==> src/rtl/serial_add_ctrl_if.sv <==
// Operand/result bundle between the switch front end and the serial adder controller.
// Optional iSub lane present only when SERIAL_ADD_SUB_EN is defined.
interface serial_add_ctrl_if #(
  parameter int WIDTH = 8
);
  logic             iStart;
  logic [WIDTH-1:0] iA;
  logic [WIDTH-1:0] iB;
  logic             iCin;
`ifdef SERIAL_ADD_SUB_EN
  logic             iSub;
`endif
  logic             oBusy;
  logic             oDone;
  logic [WIDTH-1:0] oSum;
  logic             oCout;
  logic             oOvf;

`ifdef SERIAL_ADD_SUB_EN
  modport master (
    output iStart, iA, iB, iCin, iSub,
    input  oBusy, oDone, oSum, oCout, oOvf
  );
  modport slave (
    input  iStart, iA, iB, iCin, iSub,
    output oBusy, oDone, oSum, oCout, oOvf
  );
`else
  modport master (
    output iStart, iA, iB, iCin,
    input  oBusy, oDone, oSum, oCout, oOvf
  );
  modport slave (
    input  iStart, iA, iB, iCin,
    output oBusy, oDone, oSum, oCout, oOvf
  );
`endif
endinterface

==> src/rtl/serial_add_ctrl.sv <==
// Bit-serial adder: one full-adder cell, LSB first, WIDTH cycles from accept to oDone.
// Start is ignored while busy; SERIAL_ADD_SUB_EN adds the iSub (A-B) mode.
module serial_add_ctrl #(
  parameter int WIDTH = 8
) (
  input logic               iClk,
  input logic               iRst_n,
  serial_add_ctrl_if.slave  bus
);

  localparam int CW = $clog2(WIDTH) + 1;
  localparam logic [CW-1:0] LAST = CW'(WIDTH - 1);

  typedef enum logic [1:0] {
    IDLE = 2'd0,
    RUN  = 2'd1,
    DONE = 2'd2
  } state_t;

  state_t           state;
  logic [WIDTH-1:0] a_sr;
  logic [WIDTH-1:0] b_sr;
  logic [WIDTH-1:0] sum_sr;
  logic             carry;
  logic [CW-1:0]    cnt;

  logic             busy;
  logic             done;
  logic [WIDTH-1:0] sum_q;
  logic             cout_q;
  logic             ovf_q;

  logic             sub_sel;
  logic             fa_s;
  logic             fa_c;
  logic [WIDTH:0]   sum_cat;
  logic [WIDTH-1:0] sum_next;

`ifdef SERIAL_ADD_SUB_EN
  assign sub_sel = bus.iSub;
`else
  assign sub_sel = 1'b0;
`endif

  assign fa_s = a_sr[0] ^ b_sr[0] ^ carry;
  assign fa_c = (a_sr[0] & b_sr[0]) | (a_sr[0] & carry) | (b_sr[0] & carry);

  // New sum bit enters at the MSB; concatenation keeps WIDTH=1 legal.
  assign sum_cat  = {fa_s, sum_sr};
  assign sum_next = sum_cat[WIDTH:1];

  always_ff @(posedge iClk or negedge iRst_n) begin
    if (!iRst_n) begin
      state  <= IDLE;
      a_sr   <= '0;
      b_sr   <= '0;
      sum_sr <= '0;
      carry  <= 1'b0;
      cnt    <= '0;
      busy   <= 1'b0;
      done   <= 1'b0;
      sum_q  <= '0;
      cout_q <= 1'b0;
      ovf_q  <= 1'b0;
    end else begin
      case (state)
        IDLE, DONE: begin
          done <= 1'b0;
          if (bus.iStart) begin
            a_sr   <= bus.iA;
            b_sr   <= sub_sel ? ~bus.iB : bus.iB;
            carry  <= sub_sel ? 1'b1 : bus.iCin;
            sum_sr <= '0;
            cnt    <= '0;
            busy   <= 1'b1;
            state  <= RUN;
          end else begin
            state  <= IDLE;
          end
        end
        RUN: begin
          a_sr   <= a_sr >> 1;
          b_sr   <= b_sr >> 1;
          sum_sr <= sum_next;
          carry  <= fa_c;
          cnt    <= cnt + CW'(1);
          if (cnt == LAST) begin
            // carry still holds the carry into the MSB at this point
            sum_q  <= sum_next;
            cout_q <= fa_c;
            ovf_q  <= carry ^ fa_c;
            busy   <= 1'b0;
            done   <= 1'b1;
            state  <= DONE;
          end
        end
        default: begin
          busy  <= 1'b0;
          done  <= 1'b0;
          state <= IDLE;
        end
      endcase
    end
  end

  assign bus.oBusy = busy;
  assign bus.oDone = done;
  assign bus.oSum  = sum_q;
  assign bus.oCout = cout_q;
  assign bus.oOvf  = ovf_q;

endmodule

==> src/flat_wrapper.sv <==
// flat-port wrapper written by rule: the top's interface ports become plain ports
module serial_add_ctrl_flat 
#(
  parameter int WIDTH = 8
)
  (iClk, iRst_n, bus_iStart, bus_iA, bus_iB, bus_iCin, bus_oBusy, bus_oDone, bus_oSum, bus_oCout, bus_oOvf);
  serial_add_ctrl_if #(.WIDTH(WIDTH)) bus_i ();
  input logic iClk;
  input logic iRst_n;
  input wire logic [$bits(bus_i.iStart)-1:0] bus_iStart;
  input wire logic [$bits(bus_i.iA)-1:0] bus_iA;
  input wire logic [$bits(bus_i.iB)-1:0] bus_iB;
  input wire logic [$bits(bus_i.iCin)-1:0] bus_iCin;
  output wire logic [$bits(bus_i.oBusy)-1:0] bus_oBusy;
  output wire logic [$bits(bus_i.oDone)-1:0] bus_oDone;
  output wire logic [$bits(bus_i.oSum)-1:0] bus_oSum;
  output wire logic [$bits(bus_i.oCout)-1:0] bus_oCout;
  output wire logic [$bits(bus_i.oOvf)-1:0] bus_oOvf;
  assign bus_i.iStart = bus_iStart;
  assign bus_i.iA = bus_iA;
  assign bus_i.iB = bus_iB;
  assign bus_i.iCin = bus_iCin;
  assign bus_oBusy = bus_i.oBusy;
  assign bus_oDone = bus_i.oDone;
  assign bus_oSum = bus_i.oSum;
  assign bus_oCout = bus_i.oCout;
  assign bus_oOvf = bus_i.oOvf;
  serial_add_ctrl #(.WIDTH(WIDTH)) u_core (.iClk(iClk), .iRst_n(iRst_n), .bus(bus_i));
endmodule
==> config.mk <==
export PLATFORM = sky130hd
export DESIGN_NAME = serial_add_ctrl_flat
export DESIGN_NICKNAME = d
export VERILOG_FILES = /design/src/rtl/serial_add_ctrl_if.sv /design/src/rtl/serial_add_ctrl.sv /design/src/flat_wrapper.sv
export SDC_FILE = /design/constraint.sdc
export NUM_CORES = 1
export LEC_CHECK = 0
export BUFFER_PORTS_ARGS = -buffer_cell sky130_fd_sc_hd__buf_4
export CAP_MARGIN = 20
export CORE_ASPECT_RATIO = 0.8
export CORE_MARGIN = 1
export CORE_UTILIZATION = 54
export DETAILED_ROUTE_END_ITERATION = 10
export HOLD_SLACK_MARGIN = 0.05
export PLACE_DENSITY = 0.78
export SYNTH_ARGS = -nofsm -noshare
export SYNTH_HDL_FRONTEND = slang
export SYNTH_SLANG_ARGS = --single-unit
==> constraint.sdc <==
create_clock -name iClk -period 2.3 [get_ports iClk]
set_clock_uncertainty 0.2 [all_clocks]
set_input_delay 0.46 -clock iClk [delete_from_list [all_inputs] [get_ports iClk]]
set_output_delay 0.46 -clock iClk [all_outputs]
set_load 0.05 [all_outputs]
; Word level (Yosys, flattened, before mapping)
; Cells that the tools add are included.
[word_totals]
ff_bits = 43
latch_bits = 0
mem_bits_rw = 0
rom_bits = 0
wordCells = 49
mem_count = 0
[op_classes]
add_sub_neg = 1
n_mul = 0
div_mod_pow = 0
magnitude_cmp = 0
n_eq_ne = 5
n_shift = 0
mux = 18
bitwise_logic = 8
reduce_logical = 6
[op_table]
columns = cell, count
row1 = $pmux 8 s2, 3
row2 = $mux 8, 3
row3 = $pmux 4 s2, 1
row4 = $mux 1, 6
row5 = $reduce_and 2->1, 3
row6 = $add 4x1->4 const B, 1
row7 = $eq 4x3->1 const B, 1
row8 = $mux 4, 1
row9 = $pmux 1 s2, 2
row10 = $pmux 2 s2, 1
row11 = $and 1x1->1, 3
row12 = $xor 1x1->1, 3
row13 = $eq 2x1->1 const B, 1
row14 = $eq 2x2->1 const B, 1
row15 = $logic_not 2->1, 1
row16 = $mux 2, 1
row17 = $ne 2x1->1 const B, 1
row18 = $ne 2x2->1 const B, 1
row19 = $or 1x1->1, 2
row20 = $reduce_bool 2->1, 1
row21 = $reduce_or 2->1, 1

; Longest topological paths before layout
; Gate-level depths: netlist of run 1.
[logic_depth]
ltp_word = 4
ltp_mapped = 5
depth_no_buf = 4

; Least setup slack after synthesis of run 1
; Ideal clock, no wire load.
[synth_path]
path_type = register -> register
startpoint = register, netlist name u_core.bus.oDone
endpoint = register u_core.cout_q (netlist: u_core.bus.oCout)
setup_ns = 0.128
t_arrival_ns = 1.373
path_slack_ns = 0.599
stages_incl_launch_ff = 5
n_path_buf = 1
synth_period_minus_slack_ns = 1.701
path_cell_list = dfrtp_1 -> nor2b_4 -> nor2b_4 -> buf_6 -> mux2_1
[synth_lines]
columns = element, line
row1 = to (signal assigned), serial_add_ctrl.sv:63  ; cout_q <= 1'b0;
row2 = to (signal assigned), serial_add_ctrl.sv:90  ; cout_q <= fa_c;
row3 = to (decl), serial_add_ctrl.sv:30  ; logic cout_q;

==> results by stage, run 1 <==
Route:
- The routed design uses 1.28 mm of met2 wire.
- In the final routed layout, each cell accounts on average for 15.0 um.
- The highest metal layer with signal wires is met4.
- The aggregate routed wire length is 2.83 mm.
- The met3 routed wirelength is 156 um.
- The detailed router put a total of 1.38 mm of wire on met1.
- Dividing the detail-routed via count by the number of cells gives 5.75.
- The detailed-route DRC error count is 0.
- For this run, the detailed router's first-pass iteration total came to 4.
- The antenna violation net count after detailed routing is 0.
- The final route contains 1081 vias.
- The number of DRC markers in iteration 0 is 100.

Global routing:
- The via count of the first global-routing pass came to 1046.
- The first global-routing pass estimated 4.82 mm of wire.
- The initial antenna violation count was 0.
- The maximum number of pins on one net before global-route repair is 42.
- Global routing used 19.3% of the available tracks across all layers.
- After global routing the overflow that remains totals 0.

Worst setup path:
- For the worst flop-to-flop path, the logic depth is 3.
- Along the worst path, the maximum fanout reaches 16.
- In this run the register-to-register setup slack is 0.44 ns.
- The worst endpoint data arrival time is 1.82 ns.
- The required arrival time at the worst endpoint is 2.27 ns.
- The startpoint type of the worst setup path is a flop.
- The critical path capture point type is a flop.
- The type of the setup path with the least slack is flop to flop.
- The startpoint of the most critical register-to-register path is u_core.bus.oDone.
- The endpoint identified for the worst register-to-register timing path is u_core.bus.oOvf.

Finish:
- The area added between synthesis and finish is 18.3%.
- The net count of the finished layout is 172.
- The number of antenna cells inserted is 0.
- The share of layout cells above drive strength 1 is 29.3%.
- The fraction of the core area covered by cells at the end of the flow is 70.8%.
- The count of non-filler cells in the finished layout is 188.

Synthesis:
- Among all flip-flop cells after synthesis, the most frequent one is dfrtp_1.
- The number of warnings reported in the yosys synthesis log is 0.
- In this run, synthesis produced a sequential element count of 41.
- The average cell area after synthesis is 14.7 um2.
- The most numerous cell in the Yosys netlist is dfrtp_1.
- dfrtp_1 takes more of the synthesized area than any other cell.
- After synthesis, the most frequently instantiated cells are dfrtp_1, a22o_1, a21o_1.
- The distinct cell type count of the synthesized netlist is 22.
- The synthesized design contains 0 enable-type register cells.
- Counting flops with an async set or reset pin after synthesis yields a share of 100%.
- The top cell type's share of synthesized area is 59.3%.
- When the netlist entered floorplanning its net count stood at 140.
- The post-synthesis instance area is 0.00173 mm2.
- Synthesis produced 118 cells.
- After synthesis, the cell types taking the most area are dfrtp_1, a22o_1, a21o_1.
- The sequential cell area fraction in the yosys report is 59.3%.

Clock network:
- The cell sitting at the root of the clock tree is a clkbuf_8.
- TritonCTS created 5 clock buffers.
- The post-cts repair resize count is 0.
- The clock latency at the later pin of the worst-skew pair is 0.28 ns.
- The number of buffers inserted for hold repair after clock tree synthesis is 1.
- The TritonCTS clock tree is done.
- In this run the post-CTS setup repair buffer count came out at 0.
- The H-tree was split into 2 levels.
- The number of clock sinks seen by CTS is 41.
- In this run the deepest clock path goes through 2 buffers.
- The clock-pin slew on the worst setup and hold paths is 0.07 ns.

STA:
- The final number of max-transition violations is 0.
- On the final layout, the worst hold slack is 0.198 ns.
- The worst pin sits at a relative slew slack of 60.3%.
- The transition at the pin with the smallest max-transition slack is 0.595 ns.
- The number of setup violations in the final report is 0.
- Derived from the worst setup path, the maximum achievable clock frequency is 539 MHz.
- The final count of hold timing violations is 0.
- The clock period minus final worst setup slack is 1.86 ns.
- After layout, the worst path uses 80.7% of the clock period.
- The setup TNS is 0 ns.
- Setup repair after global routing left no endpoint under its margin.

Place:
- The placed wire-length estimate is 1.90 mm.
- The routability-driven placement congestion ratio is 0.710.
- Once placement completed, the tool counted placed cells totaling 180.
- In this run the tool buffered the top-level ports with 31 buffer cells.

Status:
- The run finished with clean final reports.

Die:
- The vertical die dimension is 52.6 um.
- The full die area is 0.00344 mm2.
- For this configuration, the core starts out at a cell density of 59.8%.
- The core area is 0.00289 mm2.
- The initialized floorplan defines 17 standard-cell rows.
- In this run the horizontal extent of the chip is 65.3 um.
- The top-level I/O count is 32.

Hold path:
- In this run the most critical hold path is launched from bus_iB[7].
- The tightest min-delay check is of the input pin to flop type.
- The worst hold path terminates at u_core.b_sr[7].
- The worst hold path was traced through 2 stages.

Pwr:
- The worst supply voltage drop on vdd is 967 uV.
- The areal power density over the cells is 1500 mW/mm2.
- Summed over all cells, the static leakage comes to 1.11 nW.

Job:
- The tool flagged a number of max-cap violations equal to 0.
==> state kept, by name (all words and copies together), names as in the netlist <==
register	flops
u_core.carry	1
u_core.cnt	4
u_core.bus.oOvf	1
u_core.bus.oBusy	1
u_core.b_sr	8
u_core.a_sr	8
u_core.bus.oCout	1
u_core.sum_sr	7
u_core.bus.oDone	1
u_core.bus.oSum	8
u_core.state	1
==> critical path, cell delays in order, from the launching register on <==
cell and delay [ns]:
dfrtp_1 0.42, nor2b_4 0.36, nor2b_4 0.40, mux2_1 0.36
==> logic make-up (layout without fill, tap and decap cells) <==
| logic type | count (synthesis) | in the layout | share of synthesized area (%) |
|---|---|---|---|
| AOI/OAI and AO/OA | 43 | 43 | 20.4 |
| DFF | 41 | 41 | 59.3 |
| muxes | 13 | 13 | 8.32 |
| and+or+nand+nor | 10 | 10 | 5.71 |
| adders and majority gates | 2 | 2 | 1.88 |
| xor gates and xnor gates | 1 | 1 | 0.506 |
| buffers and inverters | 8 | 40 | 3.90 |
==> where the power goes <==
part           internal, mW  total, mW  switching, mW
registers              1.04       1.24          0.204
logic                 0.622       1.38          0.761
clock network         0.238      0.452          0.215
==> placed cells by master, fill, tap and decap left out, drive strengths merged <==
cell type	count
nand4	1
nor2b	3
nor2	2
a21o	16
clkbuf	7
o21ai	1
dfrtp	41
mux2	11
nand3b	2
ha	1
xor2	1
a22o	26
and2b	1
mux2i	2
fa	1
dlygate4sd3	1
buf	32
nand2b	1
==> through the flow <==
stage / worst slack [ns] / instance area [um2] / power, mW
5_1_grt: 0.346 / 2050 / 3.26
2_1_floorplan: 0.599 / 1730 / 2.34
6_report: 0.444 / 2050 / 3.08
4_1_cts: 0.421 / 2050 / 3.10
3_3_place_gp: 0.478 / 1950 / 2.58
3_5_place_dp: 0.433 / 1950 / 2.64
==> final cells by class <==
class | instances | area, um2
flip-flops and latches | 41 | 1030
fillers | 218 | 846
multi-input cells | 69 | 637
repair buffers | 33 | 250
clock buffers | 7 | 86.3
well taps | 38 | 47.5
==> layer usage <==
layer / up-vias / global-route usage, %
li1: 499 / -
met1: 550 / 26.7
met2: 30 / 28.9
met3: 2 / 5.22
met4: 0 / 7.61
met5: - / 0
==> worst max path at each step <==
| stage | startpoint | to | depth (start not counted) | slack (ns) |
|---|---|---|---|---|
| after floorplan | u_core.bus.oDone | u_core.bus.oCout | 4 | 0.60 |
| after global placement | u_core.bus.oDone | u_core.bus.oSum[0] | 3 | 0.48 |
| after detailed placement | u_core.bus.oDone | u_core.bus.oSum[1] | 3 | 0.43 |
| after CTS | u_core.bus.oDone | u_core.bus.oSum[1] | 3 | 0.42 |
| after global routing | u_core.bus.oDone | u_core.bus.oSum[6] | 3 | 0.35 |
| final | u_core.bus.oDone | u_core.bus.oOvf | 3 | 0.44 |
(Power assumes the default switching activity.)
==> run 2, diff against run 1 <==
--- a/config.mk
+++ b/config.mk
@@ -9,10 +9,10 @@
 export CAP_MARGIN = 20
 export CORE_ASPECT_RATIO = 0.8
 export CORE_MARGIN = 1
-export CORE_UTILIZATION = 54
+export CORE_UTILIZATION = 49
 export DETAILED_ROUTE_END_ITERATION = 10
 export HOLD_SLACK_MARGIN = 0.05
-export PLACE_DENSITY = 0.78
+export PLACE_DENSITY = 0.74
 export SYNTH_ARGS = -nofsm -noshare
 export SYNTH_HDL_FRONTEND = slang
 export SYNTH_SLANG_ARGS = --single-unit
==> constraint.sdc (replaced) <==
create_clock -name iClk -period 1.6 [get_ports iClk]
set_clock_uncertainty 0.2 [all_clocks]
set_input_delay 0.32 -clock iClk [delete_from_list [all_inputs] [get_ports iClk]]
set_output_delay 0.32 -clock iClk [all_outputs]
set_load 0.05 [all_outputs]
==> run 2 against run 1 <==
Flip-flop and latch count unchanged. Total power up 64%. Core utilization down 1.1 points. Largest cell class unchanged. Critical endpoint is now u_core.bus.oSum[6]. Die area up 9.8%. Clock power up 110%. Via count up 2.9%.
==> results by stage, run 2 (synthesis gave the netlist of run 1 again) <==
STA:
- The relative max-transition margin is 66.5% (+6.3 points).
- The transition at the pin with the smallest max-transition slack is 0.502 ns (-0.0924 ns).
- The worst setup slack after layout is 0.0276 ns (-0.416 ns).
- The post-route clock period utilization was 98.3% (+18 points).
- The final number of max-transition violations is 0 (unchanged).
- Setup repair after global routing could not meet its margin everywhere.
- The final count of hold timing violations came to 0 (unchanged).
- The fmax was 636 MHz (+18%).
- The clock period minus final worst setup slack is 1.57 ns (-0.284 ns).
- The number of setup violations in the final report is 0 (unchanged).

Route:
- The number of DRC markers in iteration 0 is 35 (-65%).
- The number of vias after detailed routing is 1112 (+2.9%).
- The number of iterations in the first detailed-routing pass is 4 (unchanged).
- The average via count per standard cell was 5.50 (-4.3%).
- The detailed-route DRC error count is 0 (unchanged).
- The antenna violation net count after detailed routing is 0 (unchanged).
- The routed wire length per instance is 15.6 um (+3.7%).
- The aggregate routed wire length is 3.15 mm (+11%).

Worst setup path:
- The largest driver fanout on the critical path came to 11 (-5).
- The worst endpoint data arrival time was 1.55 ns (-0.27 ns).
- The startpoint type of the worst setup path is a flop.
- The required arrival time at the worst endpoint was 1.57 ns (-0.70 ns).
- The critical path goes through ha_4, nand3b_4, nor2b_4, buf_12, mux2_1.
- The delay contributed by the slowest stage of the critical path is 0.40 ns (-0.02 ns).
- The critical path capture point type is a flop.
- The type of the setup path with the least slack is flop to flop.
- Among all stages on the critical path, the largest delay is contributed by dfrtp_1.

Clock network:
- The total clock buffers created by CTS is 5 (unchanged).
- The maximum level of the CTS H-tree came to 2 (unchanged).
- The maximum clock insertion buffer count is 2 (unchanged).
- The buffer cell driving the clock tree root is clkbuf_8.
- The number of clock sinks seen by CTS is 41 (unchanged).
- The clock latency at the later pin of the worst-skew pair was 0.29 ns (about the same).
- The clock-pin slew on the worst setup and hold paths is 0.07 ns (about the same).
- The TritonCTS clock tree is done.

Finish:
- The filler cell count was 230 (+5.5%).
- In the layout the commonest cells are dfrtp_1, buf_4, a22o_1.
- The most common library cell in the layout ignoring fill and taps is dfrtp_1.
- The design area is 0.00224 mm2 (+9.6%).
- The number of nets in the final layout is 183 (+6.4%).
- The combined area of the multi-input logic cells is 667 um2 (+4.7%).
- The number of antenna cells inserted came to 0 (unchanged).
- Relative to the synthesized area, the layout overhead comes to 29.6%.
- The sequential cell area in the final layout is 0.00103 mm2 (+0.12%).
- The share of layout cells above drive strength 1 is 37.0% (+7.7 points).
- The count of non-filler cells in the finished layout is 202 (+7.4%).
- The fraction of the core area covered by cells at the end of the flow came to 69.7% (-1.1 points).

Place:
- The worst setup slack after placement is -0.0488 ns (-0.482 ns).
- The number of placed instances, taps included is 190 (+5.6%).
- The placed wire-length estimate is 2.06 mm (+7.9%).
- The number of input and output port buffers inserted is 31 (unchanged).
- The routability-driven placement congestion ratio is 0.720 (+1.4%).
- The area after detailed placement was 0.00205 mm2 (+5.3%).

Pwr:
- The worst supply voltage drop on vdd is 1020 uV (+5.0%).
- The leakage power is 1.19 nW (+7.9%).
- The total power came to 5.04 mW (+64%).
- The areal power density over the cells came to 2250 mW/mm2 (+49%).

Hold path:
- The worst hold path belongs to the class input pin to flop.

Die:
- The die width was 68.4 um (+4.8%).
- The full die area is 0.00377 mm2 (+9.8%).
- The number of core rows was 18 (+1).
- The core area is 0.00322 mm2 (+11%).
- The vertical die dimension is 55.2 um (+4.8%).
- The initial standard-cell utilization of the core came to 53.7% (-6.1 points).
- The top-level I/O count came to 32 (unchanged).

Global routing:
- The first-pass GRT wire length came to 5.01 mm (+4.0%).
- The initial antenna violation count is 0 (unchanged).
- The remaining global-route overflow is 0 (unchanged).
- The overall track demand over capacity in global routing is 19.4% (+0.18 points).
- The maximum number of pins on one net before global-route repair is 42 (unchanged).
- The via count of the first global-routing pass is 1087 (+3.9%).

Status:
- The flow ran to the end, and the final reports show no timing, DRC or antenna violations.

Job:
- The max-capacitance violation count is 0 (unchanged).
run 2: changes by cell type in the layout (fill, tap and decap cells not counted), sizes merged:
cell and change:
buf +9, bufinv +2, clkbuf -2, clkinv +1, dlygate4sd3 +1, nor2 +1
run 2: path summary, 6_finish.rpt:
kind,start,depth (start not counted),end,slack (ns)
worst max register to register,u_core.cnt[0],5,u_core.bus.oSum[6],0.03
min in group asynchronous,iRst_n,2,u_core.bus.oSum[3],0.34
worst max-delay path,u_core.cnt[0],5,u_core.bus.oSum[6],0.03
worst min register to register,u_core.b_sr[1],1,u_core.b_sr[1],0.28
worst min-delay path,bus_iA[7],2,u_core.a_sr[7],0.06
max in group asynchronous,iRst_n,2,u_core.bus.oDone,0.50
run 2: area by class of cell:
cell class	instances	area share, %
sequential	41	45.8
multi-input combinational	70	29.7
timing repair buffer	43	16.3
clock buffer	5	3.07
clock inverter	3	2.90
tap	40	2.23
run 2: metrics by stage:
step | hold WS [ns] | setup TNS [ns]
after floorplan | -0.176 | 0
after global placement | 0.118 | -0.00535
after detailed placement | 0.124 | -0.103
after CTS | 0.0552 | 0
after global routing | 0.0711 | -0.237
final | 0.0586 | 0
run 2: worst max-delay path: cells and delay by family (launching register included):
kind / cells / cell delay (ns)
mux: 1 / 0.32
flops: 1 / 0.40
buf+inv: 1 / 0.14
fa+ha+maj: 1 / 0.17
simple gates: 2 / 0.23
run 2: layer usage:
metal  part of all wire [%]  track usage [%]  vias to the layer above  routed length, um
met2                     47             28.8                       23               1490
met3                    3.8             5.74                        8                120
met4                    2.2             11.5                        0                 69
li1                       -                -                      524                  -
met1                     47             25.5                      557               1470
met5                      0                0                        -                  0
run 2: what timing repair did:
item / 4_1_cts / 5_1_grt
endpoints found under the setup margin: 27 / 23
setup buffers: 1 / 0
gates resized for setup: 2 / 2
cloned: 1 / 0
hold buffers: 2 / 0
endpoints found under the hold margin: 42 / 0
pin swaps: 3 / 0
run 2: power by group:
group          switching [mW]  total (mW)  internal [mW]
sequential              0.302        1.79           1.49
combinational            1.17        2.28           1.11
clock                   0.347       0.966          0.619
